### src/rtl/i2s_master_seq.sv
// i2s_master_seq: derives sck/ws from clk, frames 24-bit L/R slots, latches div/sel only at frame boundaries.
// Define I2S_FRAME_CNT_EN to implement frame_cnt; otherwise it is tied to zero.
module i2s_master_seq #(
    parameter int DIV_W     = 8,
    parameter int WORD_BITS = 24,
    parameter int FRAME_W   = 16
) (
    input  logic               clk,
    input  logic               reset,
    input  logic               enable,
    input  logic [DIV_W-1:0]   div,
    input  logic [1:0]         sel_in,
    output logic               sck_o,
    output logic               ws_o,
    output logic [1:0]         sel_o,
    output logic               frame_start,
    output logic               busy,
    output logic [FRAME_W-1:0] frame_cnt
);
    localparam int BW = $clog2(WORD_BITS);
    typedef enum logic [1:0] {IDLE, RUN, STOP} state_t;
    state_t           state_q;
    logic [DIV_W-1:0] div_q, div_cnt_q;
    logic [BW-1:0]    bit_cnt_q;
    logic             sck_q, ws_q, fs_q, busy_q;
    logic [1:0]       sel_q;
    logic             tc, fall, wrap, bnd, stop_end;
    assign tc       = div_cnt_q == div_q;
    assign fall     = tc && sck_q;
    assign wrap     = bit_cnt_q == BW'(WORD_BITS - 1);
    // sck is only ever high while running, so a falling toggle implies RUN or STOP
    assign bnd      = fall && wrap && ws_q;
    // a raised enable in STOP wins over returning to IDLE at the boundary
    assign stop_end = bnd && state_q == STOP && !enable;
    assign sck_o       = sck_q;
    assign ws_o        = ws_q;
    assign sel_o       = sel_q;
    assign frame_start = fs_q;
    assign busy        = busy_q;
    always_ff @(posedge clk) begin
        if (reset) begin
            state_q   <= IDLE;
            div_q     <= '0;
            div_cnt_q <= '0;
            bit_cnt_q <= '0;
            sck_q     <= 1'b0;
            ws_q      <= 1'b0;
            sel_q     <= '0;
            fs_q      <= 1'b0;
            busy_q    <= 1'b0;
        end else if (state_q == IDLE) begin
            fs_q <= enable;
            if (enable) begin
                state_q   <= RUN;
                busy_q    <= 1'b1;
                div_q     <= div;
                sel_q     <= sel_in;
                div_cnt_q <= '0;
                bit_cnt_q <= '0;
            end
        end else begin
            div_cnt_q <= tc ? '0 : div_cnt_q + 1'b1;
            sck_q     <= tc ? ~sck_q : sck_q;
            bit_cnt_q <= fall ? (wrap ? '0 : bit_cnt_q + 1'b1) : bit_cnt_q;
            ws_q      <= (fall && wrap) ? ~ws_q : ws_q;
            state_q   <= stop_end ? IDLE : enable ? RUN : STOP;
            busy_q    <= !stop_end;
            fs_q      <= bnd && !stop_end;
            if (bnd && !stop_end) begin
                div_q <= div;
                sel_q <= sel_in;
            end
        end
    end
`ifdef I2S_FRAME_CNT_EN
    logic [FRAME_W-1:0] frame_cnt_q;
    always_ff @(posedge clk) begin
        if (reset) frame_cnt_q <= '0;
        else if (bnd) frame_cnt_q <= frame_cnt_q + 1'b1;
    end
    assign frame_cnt = frame_cnt_q;
`else
    assign frame_cnt = '0;
`endif
endmodule

### config.mk
export PLATFORM = sky130hd
export DESIGN_NAME = i2s_master_seq
export DESIGN_NICKNAME = d
export VERILOG_FILES = /design/src/rtl/i2s_master_seq.sv
export SDC_FILE = /design/constraint.sdc
export NUM_CORES = 1
export LEC_CHECK = 0
export BUFFER_PORTS_ARGS = -buffer_cell sky130_fd_sc_hd__buf_4
export CORE_MARGIN = 8
export CORE_UTILIZATION = 40
export DETAILED_ROUTE_END_ITERATION = 8
export PLACE_DENSITY = 0.72
export SLEW_MARGIN = 20
export SYNTH_ARGS = -nofsm -noshare
export SYNTH_HDL_FRONTEND = slang
export SYNTH_SLANG_ARGS = --single-unit
### constraint.sdc
create_clock -name clk -period 2.39 [get_ports clk]
set_input_delay 0 -clock clk [delete_from_list [all_inputs] [get_ports clk]]
set_output_delay 0 -clock clk [all_outputs]
set_load 0.02 [all_outputs]
==> results.toml, run 1 <==
[floorplan]
core_area_mm2 = 0.00391
die_w_um = 78.9
dieArea_mm2 = 0.00623
io_pins = 35
die_h_um = 78.9
start_util_pct = 40.5
rows = 23

[hold_path]
hold_path_class = "primary input to register"

[yosys]
netlist_area_mm2 = 0.00158
yosysWarnings = 0
synth_ff_type = "dfxtp_1"
synth_seq_area_share_pct = 36.7
synth-seq-cells = 29
synth.avg_cell_area_um2 = 9.00
synth_cell_types = 43
syn_inst = 176
async_flop_share_pct = 0
synth_edf_count = 0

[drt]
wire_per_inst_um = 11.9
drtAntennaViolNets = 0
routed_wl_um = 3060
avgViaCountPerCell = 4.90
vias = 1260
first_iter_violations = 39
drcViolationCount = 0
dr.pass1.iters = 4

[global_routing]
grt_pass1_vias = 1212
grt_pass1_wl_um = 5120
overflow = 0
grt_max_degree = 38
grt_antenna_before_repair = 0
track_usage_pct = 10.1

[setup_path]
worstSetupPathType = "register to register"
r2r_slack_ps = 380
crit_path_end_kind = "register"
crit_required_ps = 2540
cp-start-kind = "register"
crit_arrival_ps = 2160
path_max_fanout = 10

[finish]
final_cell_mix = "29 x dfxtp_1, 22 x nand2b_1, 19 x buf_4, 16 x conb_1"
num-nets-final = 222
area_growth_pct = 19.9
drive_above_1_share_pct = 15.0
register_area_um2 = 581
fillers = 378
final_common_cell = "dfxtp_1"
stdcell_area_mm2 = 0.00190
multi_input_area_um2 = 910
diodes = 0

[cts]
cts_buffers = 5
cts_setup_buffers = 0
cts.sinks = 29
cts_tree = "done"
htreeDepth = 2
clockBufferDepth = 2
clk_pin_slew_ps = 60
insertion_delay_ps = 280
cts-root-buf = "clkbuf_8"

[place]
pre_cts_ws_ps = 370
numPortBuffers = 18
dp_hpwl_um = 2100
postPlaceCellArea_mm2 = 0.00170
place_congestion = 0.802

[timing]
setup_viol = 0
worst_slew_margin_rel_pct = 55.1
hold_viol_final = 0
rsz0062_at_grt = "false"
finalCriticalPeriod_ps = 2010
fmax_mhz = 498
fin_worst_skew_ps = 5.50
final_max_slew_viol_count = 0
timing.setup.tns_ps = 0
worst_slack_ps = 383
tightest_slew_ps = 670
fin_crit_sh_pct = 84.0

[run_status]
outcome = "completed"

[pwr]
p_total_uw = 1110
power_density_mw_per_mm2 = 583
peakVddDrop_uv = 337
leakagePower_uw = 0.000835

[flow_run]
cap_violations = 0
-- critical path, stage by stage (launching register included) --
cell and delay, ps:
dfxtp_1 360, xor2_1 200, nor4_4 450, nand4_1 230, o21a_1 440, mux2i_1 200
-- synthesized netlist by cell type, drive strengths merged, types with 2 or more instances --
| cell type | n | area [um^2] |
|---|---|---|
| xor2 | 10 | 87.6 |
| a21o | 2 | 15.0 |
| ha | 2 | 25.0 |
| mux2i | 12 | 120 |
| nand3b | 2 | 15.0 |
| nor4 | 3 | 33.8 |
| and2 | 2 | 12.5 |
| nand2 | 6 | 22.5 |
| buf | 17 | 128 |
| nand4 | 4 | 25.0 |
| o21ai | 5 | 25.0 |
| inv | 2 | 7.51 |
| o21bai | 2 | 15.0 |
| or3 | 2 | 12.5 |
| and3 | 2 | 12.5 |
| nor3 | 2 | 10.0 |
| nor2 | 12 | 45.0 |
| a21oi | 7 | 35.0 |
| clkbuf | 4 | 15.0 |
| nand3 | 8 | 45.0 |
| nand2b | 22 | 138 |
| dfxtp | 29 | 581 |
-- stage by stage --
| step | utilization, % | std cells | hold slack (ps) |
|---|---|---|---|
| after floorplan | - | 191 | 79.3 |
| after detailed placement | 43.5 | 239 | 243 |
| after global routing | 48.5 | 257 | 110 |
| after CTS | 48.5 | 257 | 88.2 |
| final | 48.5 | 257 | 79.0 |
| after global placement | 43.5 | 239 | 243 |
-- metal layers --
layer  share of wire, %  GRT usage (%)  up-vias
met5                  0              0        -
met2                 48           17.7       28
li1                   -              -      647
met4                1.8           4.44        0
met3                6.5           4.18        6
met1                 44           10.3      579
-- power breakdown --
group	total [uW]	switching, uW	leakage [uW]	internal [uW]
combinational	181	104	0.000554	77.0
sequential	518	15.4	0.000236	503
clock	407	179	0.0000443	228
total	1110	299	0.000835	808
-- final timing paths --
| kind | from | end | cells after the start |
|---|---|---|---|
| worst min-delay path | reset | bit_cnt_q[1] | 2 |
| worst min register to register | sel_o[1] | sel_o[1] | 2 |
| worst max-delay path | div_cnt_q[1] | sel_o[0] | 5 |
| worst max register to register | div_cnt_q[1] | sel_o[0] | 5 |
-- cells by family after synthesis --
kind of cell | synth area share, %
XOR/XNOR | 6.08
buffers and inverters | 9.48
flip-flops | 36.7
AND/OR/NAND/NOR | 28.0
other | 0.237
adder cells (fa/ha/maj) | 1.58
multiplexers | 7.58
AO/OA/AOI/OAI | 10.4
-- flip-flops by register name, indices dropped and copies added (netlist names) --
register     cells
ws_o             1
busy             1
state_q          2
sel_o            2
frame_start      1
div_q            8
sck_o            1
div_cnt_q        8
bit_cnt_q        5
-- what timing repair did --
| item | 4_1_cts | 5_1_grt |
|---|---|---|
| hold endpoints to repair | 11 | 0 |
| resized for setup | 0 | 0 |
| hold buffers | 11 | 0 |
-- final cells by class --
| cell class | instances | area share (%) |
|---|---|---|
| inverter | 2 | 0.395 |
| clock buffer | 7 | 4.55 |
| tap | 50 | 3.29 |
| timing repair buffer | 30 | 13.3 |
| sequential | 29 | 30.6 |
| multi-input combinational | 139 | 47.9 |
(Power assumes the default switching activity.)
==> run 2: changes to the inputs <==
Clock period 2.39 ns to 2.1 ns, I/O delays scaled along.
==> results.toml, run 2 (synthesized netlist as in run 1, its figures left out) <==
[drt]
vias = 1236
first_iter_violations = 47
avgViaCountPerCell = 4.74
drcViolationCount = 0
routed_wl_um = 3140
drtAntennaViolNets = 0
dr.pass1.iters = 4
wire_per_inst_um = 12.0

[global_routing]
track_usage_pct = 10.5
overflow = 0
busiest_layer = "met2"
grt_antenna_before_repair = 0
gr-usage-met3_pct = 3.84
grt.met1_usage_pct = 11.6
grt_max_degree = 38
grt_pass1_vias = 1185
use_met2_pct = 17.5
grt_pass1_wl_um = 5240

[floorplan]
core_area_mm2 = 0.00391
die_w_um = 78.9
rows = 23
start_util_pct = 40.5
io_pins = 35
die_h_um = 78.9
dieArea_mm2 = 0.00623

[cts]
cts_setup_buffers = 0
clk_pin_slew_ps = 70
htreeDepth = 2
cts_tree = "done"
cts-root-buf = "clkbuf_8"
clockBufferDepth = 2
cts_buffers = 5
insertion_delay_ps = 290
cts.sinks = 29

[timing]
rsz0062_at_grt = "false"
timing.setup.tns_ps = 0
fin_worst_skew_ps = 9.67
setup_viol = 0
final_max_slew_viol_count = 0
fin_crit_sh_pct = 89.8
finalCriticalPeriod_ps = 1890
hold_viol_final = 0
fmax_mhz = 530

[setup_path]
crit_arrival_ps = 2110
worstSetupPathType = "register to register"
path_max_fanout = 7
crit_slowest_cell = "or4b_1"
cp.buffers_inverters = 0
cp-start-kind = "register"
crit_path_end_kind = "register"
crit_required_ps = 2330
max_stage_delay_ps = 500
worstPathCellList = "xor2_1 -> nor4_4 -> nand3_2 -> or4b_1 -> a21oi_1"
cp_top_family = "simple AND/OR/NAND/NOR gates"

[pwr]
peakVddDrop_uv = 518
leakagePower_uw = 0.000850
power_density_mw_per_mm2 = 653
p_total_uw = 1250

[finish]
final_cell_mix = "29 x dfxtp_1, 22 x nand2b_1, 22 x buf_4, 16 x conb_1"
reg.largest.list = "div_cnt_q x8, div_q x8, bit_cnt_q x5"
final_common_cell = "dfxtp_1"
drive_above_1_share_pct = 17.5
num-nets-final = 225
stdcell_count = 261
area_growth_pct = 21.4
diodes = 0

[place]
dp_hpwl_um = 2230
place_congestion = 0.793
place_inst = 242
numPortBuffers = 18

[run_status]
outcome = "completed"

[hold_path]
hold_path_class = "primary input to register"

[flow_run]
cap_violations = 0
-- run 2: cell types whose count changed in the layout (fill, tap and decap cells not counted), sizes merged --
cell      change
buf           +3
clkbuf        -2
clkinv        +2
clkinvlp      +1
-- run 2: path summary, 6_finish.rpt --
path                                    from           end  slack (ps)  cells past startpoint
worst max register to register  div_cnt_q[0]  bit_cnt_q[4]         210                      5
worst min register to register      sel_o[1]      sel_o[1]         480                      2
worst min-delay path                   reset  bit_cnt_q[1]          80                      2
worst max-delay path            div_cnt_q[0]  bit_cnt_q[4]         210                      5
-- run 2: timing repair --
| item | 4_1_cts | 5_1_grt |
|---|---|---|
| resized for setup | 0 | 1 |
| endpoints found under the setup margin | 0 | 6 |
| hold buffers | 11 | 0 |
| hold endpoints to repair | 12 | 0 |
-- run 2: power breakdown --
group          internal [uW]  leakage, uW  switching (uW)
Clock                    228    0.0000439             222
Combinational           94.5     0.000569             120
Sequential               572     0.000236            18.4
Total                    894     0.000850             360
-- run 2: through the flow --
step                      hold WS (ps)  util (%)  instance area [um^2]  setup WS (ps)
final                             76.8      49.1                  1920            215
after global routing              92.5      49.1                  1920           85.9
after CTS                         80.7      49.1                  1920           94.5
after detailed placement           250      44.1                  1730           91.1
after global placement             246      44.1                  1730            181
after floorplan                   79.3         -                  1640            348
-- run 2: cell type report --
type	count	area [um^2]
fillers	375	1990
multi-input cells	139	911
flip-flops and latches	29	581
repair buffers	33	275
clock buffers	5	68.8
well taps	50	62.6
clock inverters	3	17.5
inverters	2	7.51
-- run 2: layer usage --
metal	up-vias	wire [um]
li1	649	-
met1	552	1430
met2	30	1460
met3	5	184
met4	0	61
met5	-	0
